`src/rtl/hazard_ctrl_pkg.sv`:
```
// Shared types for the pipeline hazard controller: forward selects and FSM states.
package hazard_pkg;

  typedef enum logic [1:0] {
    FWD_RF  = 2'b00,
    FWD_WB  = 2'b01,
    FWD_MEM = 2'b10
  } fwd_sel_e;

  typedef enum logic [1:0] {
    RUN      = 2'b00,
    MEM_WAIT = 2'b01,
    FAULT    = 2'b10
  } hz_state_e;

  localparam int HZ_REG_ADDR_W_DEF  = 5;
  localparam int HZ_MEM_TIMEOUT_DEF = 16;
  localparam int HZ_PERF_W_DEF      = 32;

endpackage

```
`src/rtl/hazard_ctrl_if.sv`:
```
// Pipeline-side bundle seen by hazard_ctrl: register addresses, stage enables, memory req/ack and controls.
interface hazard_ctrl_if
  import hazard_pkg::*;
#(
  parameter int REG_ADDR_W = HZ_REG_ADDR_W_DEF,
  parameter int PERF_W     = HZ_PERF_W_DEF
);
  logic [REG_ADDR_W-1:0] RA1D, RA2D, RA1E, RA2E;
  logic [REG_ADDR_W-1:0] WA3E, WA3M, WA3W;
  logic                  RegWriteE, RegWriteM, RegWriteW;
  logic                  MemToRegE, BranchTakenE;
  // MemReqM is held by M for the whole access; the access completes in the cycle MemAckM is high.
  logic                  MemReqM, MemAckM;

  logic [1:0]            ForwardAE, ForwardBE;
  logic                  StallF, StallD, StallE, StallM;
  logic                  FlushD, FlushE, FlushW;
  logic                  MemErr;
  logic [PERF_W-1:0]     StallCycles, FlushCount;
  hz_state_e             State;

  modport slave (
    input  RA1D, RA2D, RA1E, RA2E, WA3E, WA3M, WA3W,
    input  RegWriteE, RegWriteM, RegWriteW, MemToRegE, BranchTakenE,
    input  MemReqM, MemAckM,
    output ForwardAE, ForwardBE, StallF, StallD, StallE, StallM,
    output FlushD, FlushE, FlushW, MemErr, StallCycles, FlushCount, State
  );

  modport master (
    output RA1D, RA2D, RA1E, RA2E, WA3E, WA3M, WA3W,
    output RegWriteE, RegWriteM, RegWriteW, MemToRegE, BranchTakenE,
    output MemReqM, MemAckM,
    input  ForwardAE, ForwardBE, StallF, StallD, StallE, StallM,
    input  FlushD, FlushE, FlushW, MemErr, StallCycles, FlushCount, State
  );

endinterface

```
`src/rtl/hazard_ctrl_forward_unit.sv`:
```
// Source comparator for one Execute operand; the M stage result wins over W.
module forward_unit
  import hazard_pkg::*;
#(
  parameter int REG_ADDR_W = HZ_REG_ADDR_W_DEF
) (
  input  logic [REG_ADDR_W-1:0] ra_i,
  input  logic [REG_ADDR_W-1:0] wa_m_i,
  input  logic [REG_ADDR_W-1:0] wa_w_i,
  input  logic                  we_m_i,
  input  logic                  we_w_i,
  output fwd_sel_e              sel_o
);

  always_comb begin
    sel_o = FWD_RF;
    if (we_m_i && (wa_m_i != '0) && (wa_m_i == ra_i)) begin
      sel_o = FWD_MEM;
    end else if (we_w_i && (wa_w_i != '0) && (wa_w_i == ra_i)) begin
      sel_o = FWD_WB;
    end
  end

endmodule

```
`src/rtl/hazard_ctrl.sv`:
```
// Hazard controller: forwarding, load-use/branch handling and a memory-wait FSM with timeout.
// Optional performance counters are built when HAZARD_PERF_CNT_EN is defined.
module hazard_ctrl
  import hazard_pkg::*;
#(
  parameter int REG_ADDR_W  = HZ_REG_ADDR_W_DEF,
  parameter int MEM_TIMEOUT = HZ_MEM_TIMEOUT_DEF,
  parameter int PERF_W      = HZ_PERF_W_DEF
) (
  input  logic          CLK,
  input  logic          RST,
  hazard_ctrl_if.slave  hz
);

  localparam int CNT_W = $clog2(MEM_TIMEOUT + 1);
  localparam logic [CNT_W-1:0] CNT_MAX = CNT_W'(MEM_TIMEOUT);

  hz_state_e        state_q, state_d;
  logic [CNT_W-1:0] cnt_q, cnt_d, cnt_inc;
  fwd_sel_e         fwd_a, fwd_b;

  logic mem_stall, lu_hit, br_hit;
  logic stall_f, stall_d, stall_e, stall_m;
  logic flush_d, flush_e, flush_w, mem_err;

  forward_unit #(.REG_ADDR_W(REG_ADDR_W)) u_fwd_a (
    .ra_i   (hz.RA1E),
    .wa_m_i (hz.WA3M),
    .wa_w_i (hz.WA3W),
    .we_m_i (hz.RegWriteM),
    .we_w_i (hz.RegWriteW),
    .sel_o  (fwd_a)
  );

  forward_unit #(.REG_ADDR_W(REG_ADDR_W)) u_fwd_b (
    .ra_i   (hz.RA2E),
    .wa_m_i (hz.WA3M),
    .wa_w_i (hz.WA3W),
    .we_m_i (hz.RegWriteM),
    .we_w_i (hz.RegWriteW),
    .sel_o  (fwd_b)
  );

  always_ff @(posedge CLK or posedge RST) begin
    if (RST) begin
      state_q <= RUN;
      cnt_q   <= '0;
    end else begin
      state_q <= state_d;
      cnt_q   <= cnt_d;
    end
  end

  // Counter saturates at MEM_TIMEOUT; reaching it ends the wait in FAULT.
  assign cnt_inc = (cnt_q == CNT_MAX) ? cnt_q : cnt_q + CNT_W'(1);

  always_comb begin
    state_d = state_q;
    cnt_d   = cnt_q;
    case (state_q)
      RUN: begin
        if (hz.MemReqM && !hz.MemAckM) begin
          state_d = MEM_WAIT;
          cnt_d   = CNT_W'(1);
        end
      end
      MEM_WAIT: begin
        if (hz.MemAckM) begin
          state_d = RUN;
          cnt_d   = '0;
        end else begin
          cnt_d = cnt_inc;
          if (cnt_inc == CNT_MAX) state_d = FAULT;
        end
      end
      FAULT:   state_d = FAULT;
      default: begin
        state_d = RUN;
        cnt_d   = '0;
      end
    endcase
  end

  always_comb begin
    mem_stall = 1'b0;
    lu_hit    = 1'b0;
    br_hit    = 1'b0;
    stall_f   = 1'b0;
    stall_d   = 1'b0;
    stall_e   = 1'b0;
    stall_m   = 1'b0;
    flush_d   = 1'b0;
    flush_e   = 1'b0;
    flush_w   = 1'b0;
    mem_err   = 1'b0;
    if (!RST) begin
      mem_stall = (state_q == FAULT) ||
                  ((state_q == RUN || state_q == MEM_WAIT) && hz.MemReqM && !hz.MemAckM) ||
                  ((state_q == MEM_WAIT) && !hz.MemAckM);
      lu_hit    = (state_q == RUN) && !mem_stall && hz.MemToRegE && hz.RegWriteE &&
                  (hz.WA3E != '0) && ((hz.WA3E == hz.RA1D) || (hz.WA3E == hz.RA2D));
      // A branch stalled in E during a wait resolves in the ack cycle.
      br_hit    = !mem_stall && hz.BranchTakenE && (state_q != FAULT);
      stall_f   = mem_stall || (lu_hit && !br_hit);
      stall_d   = stall_f;
      stall_e   = mem_stall;
      stall_m   = mem_stall;
      flush_d   = br_hit;
      flush_e   = br_hit || lu_hit;
      flush_w   = mem_stall && (state_q != FAULT);
      mem_err   = (state_q == FAULT);
    end
  end

  assign hz.ForwardAE = RST ? 2'b00 : fwd_a;
  assign hz.ForwardBE = RST ? 2'b00 : fwd_b;
  assign hz.StallF    = stall_f;
  assign hz.StallD    = stall_d;
  assign hz.StallE    = stall_e;
  assign hz.StallM    = stall_m;
  assign hz.FlushD    = flush_d;
  assign hz.FlushE    = flush_e;
  assign hz.FlushW    = flush_w;
  assign hz.MemErr    = mem_err;
  assign hz.State     = state_q;

`ifdef HAZARD_PERF_CNT_EN
  logic [PERF_W-1:0] stall_cyc_q, flush_cnt_q;

  always_ff @(posedge CLK or posedge RST) begin
    if (RST) begin
      stall_cyc_q <= '0;
      flush_cnt_q <= '0;
    end else begin
      if (stall_f)             stall_cyc_q <= stall_cyc_q + PERF_W'(1);
      if (flush_d || flush_e)  flush_cnt_q <= flush_cnt_q + PERF_W'(1);
    end
  end

  assign hz.StallCycles = stall_cyc_q;
  assign hz.FlushCount  = flush_cnt_q;
`else
  assign hz.StallCycles = {PERF_W{1'b0}};
  assign hz.FlushCount  = {PERF_W{1'b0}};
`endif

endmodule
```
`src/flat_wrapper.sv`:
```
// flat-port wrapper written by rule: the top's interface ports become plain ports
module hazard_ctrl_flat import hazard_pkg::*;
#(
  parameter int REG_ADDR_W  = HZ_REG_ADDR_W_DEF,
  parameter int MEM_TIMEOUT = HZ_MEM_TIMEOUT_DEF,
  parameter int PERF_W      = HZ_PERF_W_DEF
)
  (CLK, RST, hz_RA1D, hz_RA2D, hz_RA1E, hz_RA2E, hz_WA3E, hz_WA3M, hz_WA3W, hz_RegWriteE, hz_RegWriteM, hz_RegWriteW, hz_MemToRegE, hz_BranchTakenE, hz_MemReqM, hz_MemAckM, hz_ForwardAE, hz_ForwardBE, hz_StallF, hz_StallD, hz_StallE, hz_StallM, hz_FlushD, hz_FlushE, hz_FlushW, hz_MemErr, hz_StallCycles, hz_FlushCount, hz_State);
  hazard_ctrl_if #(.REG_ADDR_W(REG_ADDR_W), .PERF_W(PERF_W)) hz_i ();
  input  logic CLK;
  input  logic RST;
  input wire logic [$bits(hz_i.RA1D)-1:0] hz_RA1D;
  input wire logic [$bits(hz_i.RA2D)-1:0] hz_RA2D;
  input wire logic [$bits(hz_i.RA1E)-1:0] hz_RA1E;
  input wire logic [$bits(hz_i.RA2E)-1:0] hz_RA2E;
  input wire logic [$bits(hz_i.WA3E)-1:0] hz_WA3E;
  input wire logic [$bits(hz_i.WA3M)-1:0] hz_WA3M;
  input wire logic [$bits(hz_i.WA3W)-1:0] hz_WA3W;
  input wire logic [$bits(hz_i.RegWriteE)-1:0] hz_RegWriteE;
  input wire logic [$bits(hz_i.RegWriteM)-1:0] hz_RegWriteM;
  input wire logic [$bits(hz_i.RegWriteW)-1:0] hz_RegWriteW;
  input wire logic [$bits(hz_i.MemToRegE)-1:0] hz_MemToRegE;
  input wire logic [$bits(hz_i.BranchTakenE)-1:0] hz_BranchTakenE;
  input wire logic [$bits(hz_i.MemReqM)-1:0] hz_MemReqM;
  input wire logic [$bits(hz_i.MemAckM)-1:0] hz_MemAckM;
  output wire logic [$bits(hz_i.ForwardAE)-1:0] hz_ForwardAE;
  output wire logic [$bits(hz_i.ForwardBE)-1:0] hz_ForwardBE;
  output wire logic [$bits(hz_i.StallF)-1:0] hz_StallF;
  output wire logic [$bits(hz_i.StallD)-1:0] hz_StallD;
  output wire logic [$bits(hz_i.StallE)-1:0] hz_StallE;
  output wire logic [$bits(hz_i.StallM)-1:0] hz_StallM;
  output wire logic [$bits(hz_i.FlushD)-1:0] hz_FlushD;
  output wire logic [$bits(hz_i.FlushE)-1:0] hz_FlushE;
  output wire logic [$bits(hz_i.FlushW)-1:0] hz_FlushW;
  output wire logic [$bits(hz_i.MemErr)-1:0] hz_MemErr;
  output wire logic [$bits(hz_i.StallCycles)-1:0] hz_StallCycles;
  output wire logic [$bits(hz_i.FlushCount)-1:0] hz_FlushCount;
  output wire logic [$bits(hz_i.State)-1:0] hz_State;
  assign hz_i.RA1D = hz_RA1D;
  assign hz_i.RA2D = hz_RA2D;
  assign hz_i.RA1E = hz_RA1E;
  assign hz_i.RA2E = hz_RA2E;
  assign hz_i.WA3E = hz_WA3E;
  assign hz_i.WA3M = hz_WA3M;
  assign hz_i.WA3W = hz_WA3W;
  assign hz_i.RegWriteE = hz_RegWriteE;
  assign hz_i.RegWriteM = hz_RegWriteM;
  assign hz_i.RegWriteW = hz_RegWriteW;
  assign hz_i.MemToRegE = hz_MemToRegE;
  assign hz_i.BranchTakenE = hz_BranchTakenE;
  assign hz_i.MemReqM = hz_MemReqM;
  assign hz_i.MemAckM = hz_MemAckM;
  assign hz_ForwardAE = hz_i.ForwardAE;
  assign hz_ForwardBE = hz_i.ForwardBE;
  assign hz_StallF = hz_i.StallF;
  assign hz_StallD = hz_i.StallD;
  assign hz_StallE = hz_i.StallE;
  assign hz_StallM = hz_i.StallM;
  assign hz_FlushD = hz_i.FlushD;
  assign hz_FlushE = hz_i.FlushE;
  assign hz_FlushW = hz_i.FlushW;
  assign hz_MemErr = hz_i.MemErr;
  assign hz_StallCycles = hz_i.StallCycles;
  assign hz_FlushCount = hz_i.FlushCount;
  assign hz_State = hz_i.State;
  hazard_ctrl #(.REG_ADDR_W(REG_ADDR_W), .MEM_TIMEOUT(MEM_TIMEOUT), .PERF_W(PERF_W)) u_core (.CLK(CLK), .RST(RST), .hz(hz_i));
endmodule
```
`config.mk`:
```
export PLATFORM = sky130hd
export DESIGN_NAME = hazard_ctrl_flat
export DESIGN_NICKNAME = d
export VERILOG_FILES = /design/src/rtl/hazard_ctrl_pkg.sv /design/src/rtl/hazard_ctrl_if.sv /design/src/rtl/hazard_ctrl_forward_unit.sv /design/src/rtl/hazard_ctrl.sv /design/src/flat_wrapper.sv
export SDC_FILE = /design/constraint.sdc
export NUM_CORES = 1
export LEC_CHECK = 0
export CORE_MARGIN = 4
export CORE_UTILIZATION = 30
export CTS_CLUSTER_DIAMETER = 40
export DETAILED_ROUTE_END_ITERATION = 12
export PLACE_DENSITY = 0.73
export SYNTH_ARGS = -nofsm -noshare
export SYNTH_HDL_FRONTEND = slang
export SYNTH_SLANG_ARGS = --single-unit
export TNS_END_PERCENT = 50
```
`constraint.sdc`:
```
create_clock -name CLK -period 4 [get_ports CLK]
set_input_delay 1.2 -clock CLK [delete_from_list [all_inputs] [get_ports CLK]]
set_output_delay 1.2 -clock CLK [all_outputs]
set_load 0.01 [all_outputs]
```
# After elaboration in Yosys (flattened, before gate mapping)
# Index checks and enable logic that the tools add are counted.
# totals
ff_bits	7
latch_bits	0
ram_bits	0
rom_bits	0
out_inout_bits	78
elab_cells	71
mem_count	0
# classes
n_addsub	1
multipliers	0
n_div	0
order_cmp	0
n_eq_ne	13
n_shift	0
muxes	20
bitwise_logic	1
n_reduce_logical	34
# ops
op	count
5-bit equality test	6
1-bit logical AND	19
5-bit 2-to-1 mux	3
5-bit case mux with 3 select lines	1
5-bit nonzero test	3
2-bit 2-to-1 mux	7
5-bit equality test (second input constant)	2
1-bit 2-to-1 mux	8
1-bit logical OR	6
2-bit case mux with 3 select lines	1
5-bit by 1-bit adder with 5-bit output (second input constant)	1
2-bit AND reduction	2
1-bit zero test	3
3-bit by 2-bit != test with 1-bit output (second input constant)	1
2-bit by 1-bit equality test with 1-bit output (second input constant)	1
2-bit equality test (second input constant)	1
2-bit zero test	1
2-bit by 1-bit != test with 1-bit output (second input constant)	1
2-bit != test (second input constant)	1
1-bit inverter	1

# Longest topological paths before layout
# depth
word_depth	15
depth_mapped	7

# By module
# Synthesis repeated with hierarchy kept, for this count alone.
# hier_totals
hier_cells	195
hier_area_um2	1525.2
# by_module_without_submodules
module	instances	cells_per_inst	area_each_um2	seq_area_each_um2
hazard_ctrl	1	155	1222.4	175.2
forward_unit	2	20	151.4	0.0

# Worst setup path before layout
# Ideal clock, no wire load.
# synth_timing
path_type	input port to output port
start	in RST
end	out hz_StallF
arrival_ns	2.611
required_ns	2.800
setup_slack_ns	0.189
cell_stages	6
path_buffers	2
cell_sequence	clkbuf_1 > nand3b_1 > a2111oi_0 > o21ai_0 > o31ai_1 > buf_4
# synth_between
elab_chain_len	1
# synth_rtl
element	line	source
from (decl)	flat_wrapper.sv:11	input logic RST;
1-bit 2-to-1 mux	-	
to (decl)	flat_wrapper.sv:28	output wire logic [$bits(hz_i.StallF)-1:0] hz_StallF;
# Every way passes these cells.

# Final worst setup path
# layout_timing
start	in hz_WA3E[3]
end	out hz_FlushE
# layout_between
elab_chain_len	5
word_cells_on_any_way	8
# layout_rtl
element	line	source
from (decl)	flat_wrapper.sv:16	input wire logic [$bits(hz_i.WA3E)-1:0] hz_WA3E;
5-bit equality test / 5-bit nonzero test (equally long branches)	hazard_ctrl.sv:101	(hz.WA3E != '0) && ((hz.WA3E == hz.RA1D) || (hz.WA3E == hz.RA2D));
1-bit logical OR / 1-bit logical AND (equally long branches)	hazard_ctrl.sv:101, hazard_ctrl.sv:100	
1-bit logical AND *	hazard_ctrl.sv:101	
1-bit logical OR *	hazard_ctrl.sv:109	flush_e = br_hit || lu_hit;
1-bit 2-to-1 mux *	hazard_ctrl.sv:96	if (!RST) begin
to (decl)	flat_wrapper.sv:33	output wire logic [$bits(hz_i.FlushE)-1:0] hz_FlushE;
# Mark *: on every way between the ends. The rest lies on a longest branch, timed or not.

==> results.toml <==
[status]
status = "completed"

[worst_setup_path]
worstReg2RegEnd = "u_core.hz.State[1]"
worst_r2r_path_depth = 6
worst-path-max-fanout = 2
critPathCaptureType = "primary output"
cp_data_arrival_time_ns = 2.77
worstSetupPathType = "in2out"
rr_startpoint = "u_core.cnt_q[1]"
regToRegSetupSlack_ns = 1.72
critPathRequiredTime_ns = 2.80
start_kind = "input pin"

[drt]
ant_nets = 0
num_vias = 1366
firstDrtPassIters = 4
drtIter0Drc = 51
routed_wl_um = 3700
routedWlPerCell_um = 10.9
drc = 0
via_per_inst = 4.03

[pwr]
pwr-share-comb = 0.501
ir_drop_v = 0.0000845
power_density_nw_per_um2 = 171
leakagePower_nw = 1.03
p_sw_mw = 0.130
internal_power_mw = 0.235
p_sw_frac = 0.356
power_frac_clock = 0.263
p_seq_frac = 0.236

[synth]
synth_top_area_frac = 0.339
synthesis.area_um2 = 1460
ys_ff_latch = 7
synthXorXnorAreaFrac = 0.198
yosysMostFrequentCell = "buf_4"
yosysTopAreaCell = "buf_4"
synth.distinct_cells = 38
synth_fa_ha_area_frac = 0.0171
synth_edf_count = 0
synthTopCellsByArea = "buf_4 34%, xor2_1 13%, dfrtp_1 12%, xnor2_1 6.6%, nand3_1 2.7%"
synth-simple-area-share = 0.173
synth_ff_type = "dfrtp_1"
synthArstFlopShare = 1.00
synth.yosys.seq_area_share = 0.120
synth-compound-area-share = 0.104
syn_avg_cell_area_um2 = 7.65
synthTopCellsByCount = "66 x buf_4, 22 x xor2_1, 11 x xnor2_1"
ys_warn_count = 0
syn_inst = 191
synth_top_family_by_area = "buffers and inverters"
synthMuxAreaShare = 0.0137

[placed_design]
dp_hpwl_um = 3220
placed_cells = 333
globalplace.congestion = 0.855
pre_cts_slack_ns = -0.587
placed_cell_area_um2 = 2030
io_buffers = 57

[cells_and_area]
finish.utilization = 0.452
drive_gt1_frac = 0.173
finalInstanceArea_um2 = 2130
nets = 319
area_delta_synth_final_pct = 46.1
fin_cells = 339
nFillCells = 469
antennaDiodeCount = 0

[worst_hold_path]
holdPathEnd = "u_core.cnt_q[4]"
hold_depth = 2
min_from = "u_core.cnt_q[4]"
min_path_type = "reg2reg"

[grt]
grt_max_degree = 15
gr-usage-all-layers = 0.118
grt_pass1_vias = 1312
overflow = 0
antenna_found_initial = 0
grt_pass1_wl_um = 5860

[timing]
finalHoldWorstSlack_ns = 0.593
fmax_ghz = 0.252
setup_ws_ns = 0.0315
tightestPinTransition_ns = 0.948
min_period_over_period = 0.992
finalCriticalPeriod_ns = 3.97
rsz0062_at_grt = "yes"
slew_viol_final = 0
hold_viol = 0
setup_viol = 0
fin_skew_ns = 0.000359
maxSlewHeadroom = 0.359

[floorplanning]
die_h_um = 77.8
initial_utilization = 0.309
rows = 25
dieArea_um2 = 6050
die_w_um = 77.8
pin_count = 122
core-area_um2 = 4720

[clocking]
cts-htree-levels = 1
cts_inserted_buffers = 3
cts_tree = "done"
cts_sinks = 7
cts-root-buf = "clkbuf_8"
clkTransAtPathRegs_ns = 0.04
clockBufferDepth = 2
insertion_delay_ns = 0.22

[flow_run]
max_cap_violations = 0
-- what timing repair did --
item,4_1_cts,5_1_grt
pin swaps,8,6
setup endpoints to repair,11,8
setup buffers,3,0
hold buffers,0,0
gates resized for setup,45,8
-- logic make-up after synthesis --
family          count (synthesis)
buf+inv                        78
simple gates                   45
xor+xnor                       33
compound gates                 23
flops                           7
fa+ha+maj                       2
mux                             2
other cells                     1
-- area by class of cell --
cell class / instances / area [um2] / share of cell area
Tap cell: 67 / 83.8 / 0.0393
Clock buffer: 4 / 45.0 / 0.0211
Sequential cell: 7 / 175 / 0.0821
Inverter: 7 / 26.3 / 0.0123
Timing Repair Buffer: 85 / 763 / 0.358
Multi-Input combinational cell: 169 / 1040 / 0.488
-- stage by stage --
| stage | power (mW) | setup TNS (ns) |
|---|---|---|
| 4_1_cts | 0.366 | -0.0318 |
| 2_1_floorplan | 0.218 | 0 |
| 3_5_place_dp | 0.266 | -3.58 |
| 3_3_place_gp | 0.261 | -3.13 |
| 6_report | 0.365 | 0 |
| 5_1_grt | 0.392 | -0.0229 |
-- power groups by stage --
| stage | sequential [mW] | clock (mW) | combinational [mW] |
|---|---|---|---|
| finish | 0.0862 | 0.0961 | 0.183 |
| global route | 0.0871 | 0.105 | 0.200 |
| CTS | 0.0857 | 0.0991 | 0.181 |
| detailed placement | 0.0864 | 0 | 0.179 |
| global placement | 0.0861 | 0 | 0.175 |
| floorplan | 0.0819 | 0 | 0.136 |
-- metal layers --
layer  vias to the layer above  global-route usage  wire length, um
li1                        677                   -                -
met1                       614               0.123             1230
met2                        71               0.229             2090
met3                         4              0.0151              311
met4                         0              0.0552               63
met5                         -                   0                0
-- sequential cells by signal, summed over array words and instances (netlist names) --
register / count
u_core.hz.State: 2
u_core.cnt_q: 5
-- cell usage in the layout (no fill, tap or decap), types with 6 or more instances in the layout --
master / n
conb_1: 64
clkdlybuf4s50_1: 35
buf_4: 26
xor2_1: 22
dlygate4sd2_1: 12
xnor2_1: 11
nand2_1: 9
nand3_1: 8
dfrtp_1: 7
nor2_1: 6
-- worst max-delay path by stage --
stage | start | endpoint | depth (start not counted)
2_1_floorplan | RST | hz_StallF | 6
3_3_place_gp | hz_WA3M[1] | hz_ForwardBE[0] | 6
3_5_place_dp | RST | hz_StallD | 6
4_1_cts | hz_WA3M[3] | hz_ForwardBE[1] | 7
5_1_grt | hz_WA3E[3] | hz_FlushE | 6
6_report | hz_WA3E[3] | hz_FlushE | 6
-- critical path, stage by stage --
cell and delay, ns:
clkdlybuf4s50_1 0.42, or4_4 0.52, o21ai_2 0.15, buf_4 0.12, o22ai_1 0.05, dlygate4sd2_1 0.30
Note: power is estimated with default switching activity, not from simulation.
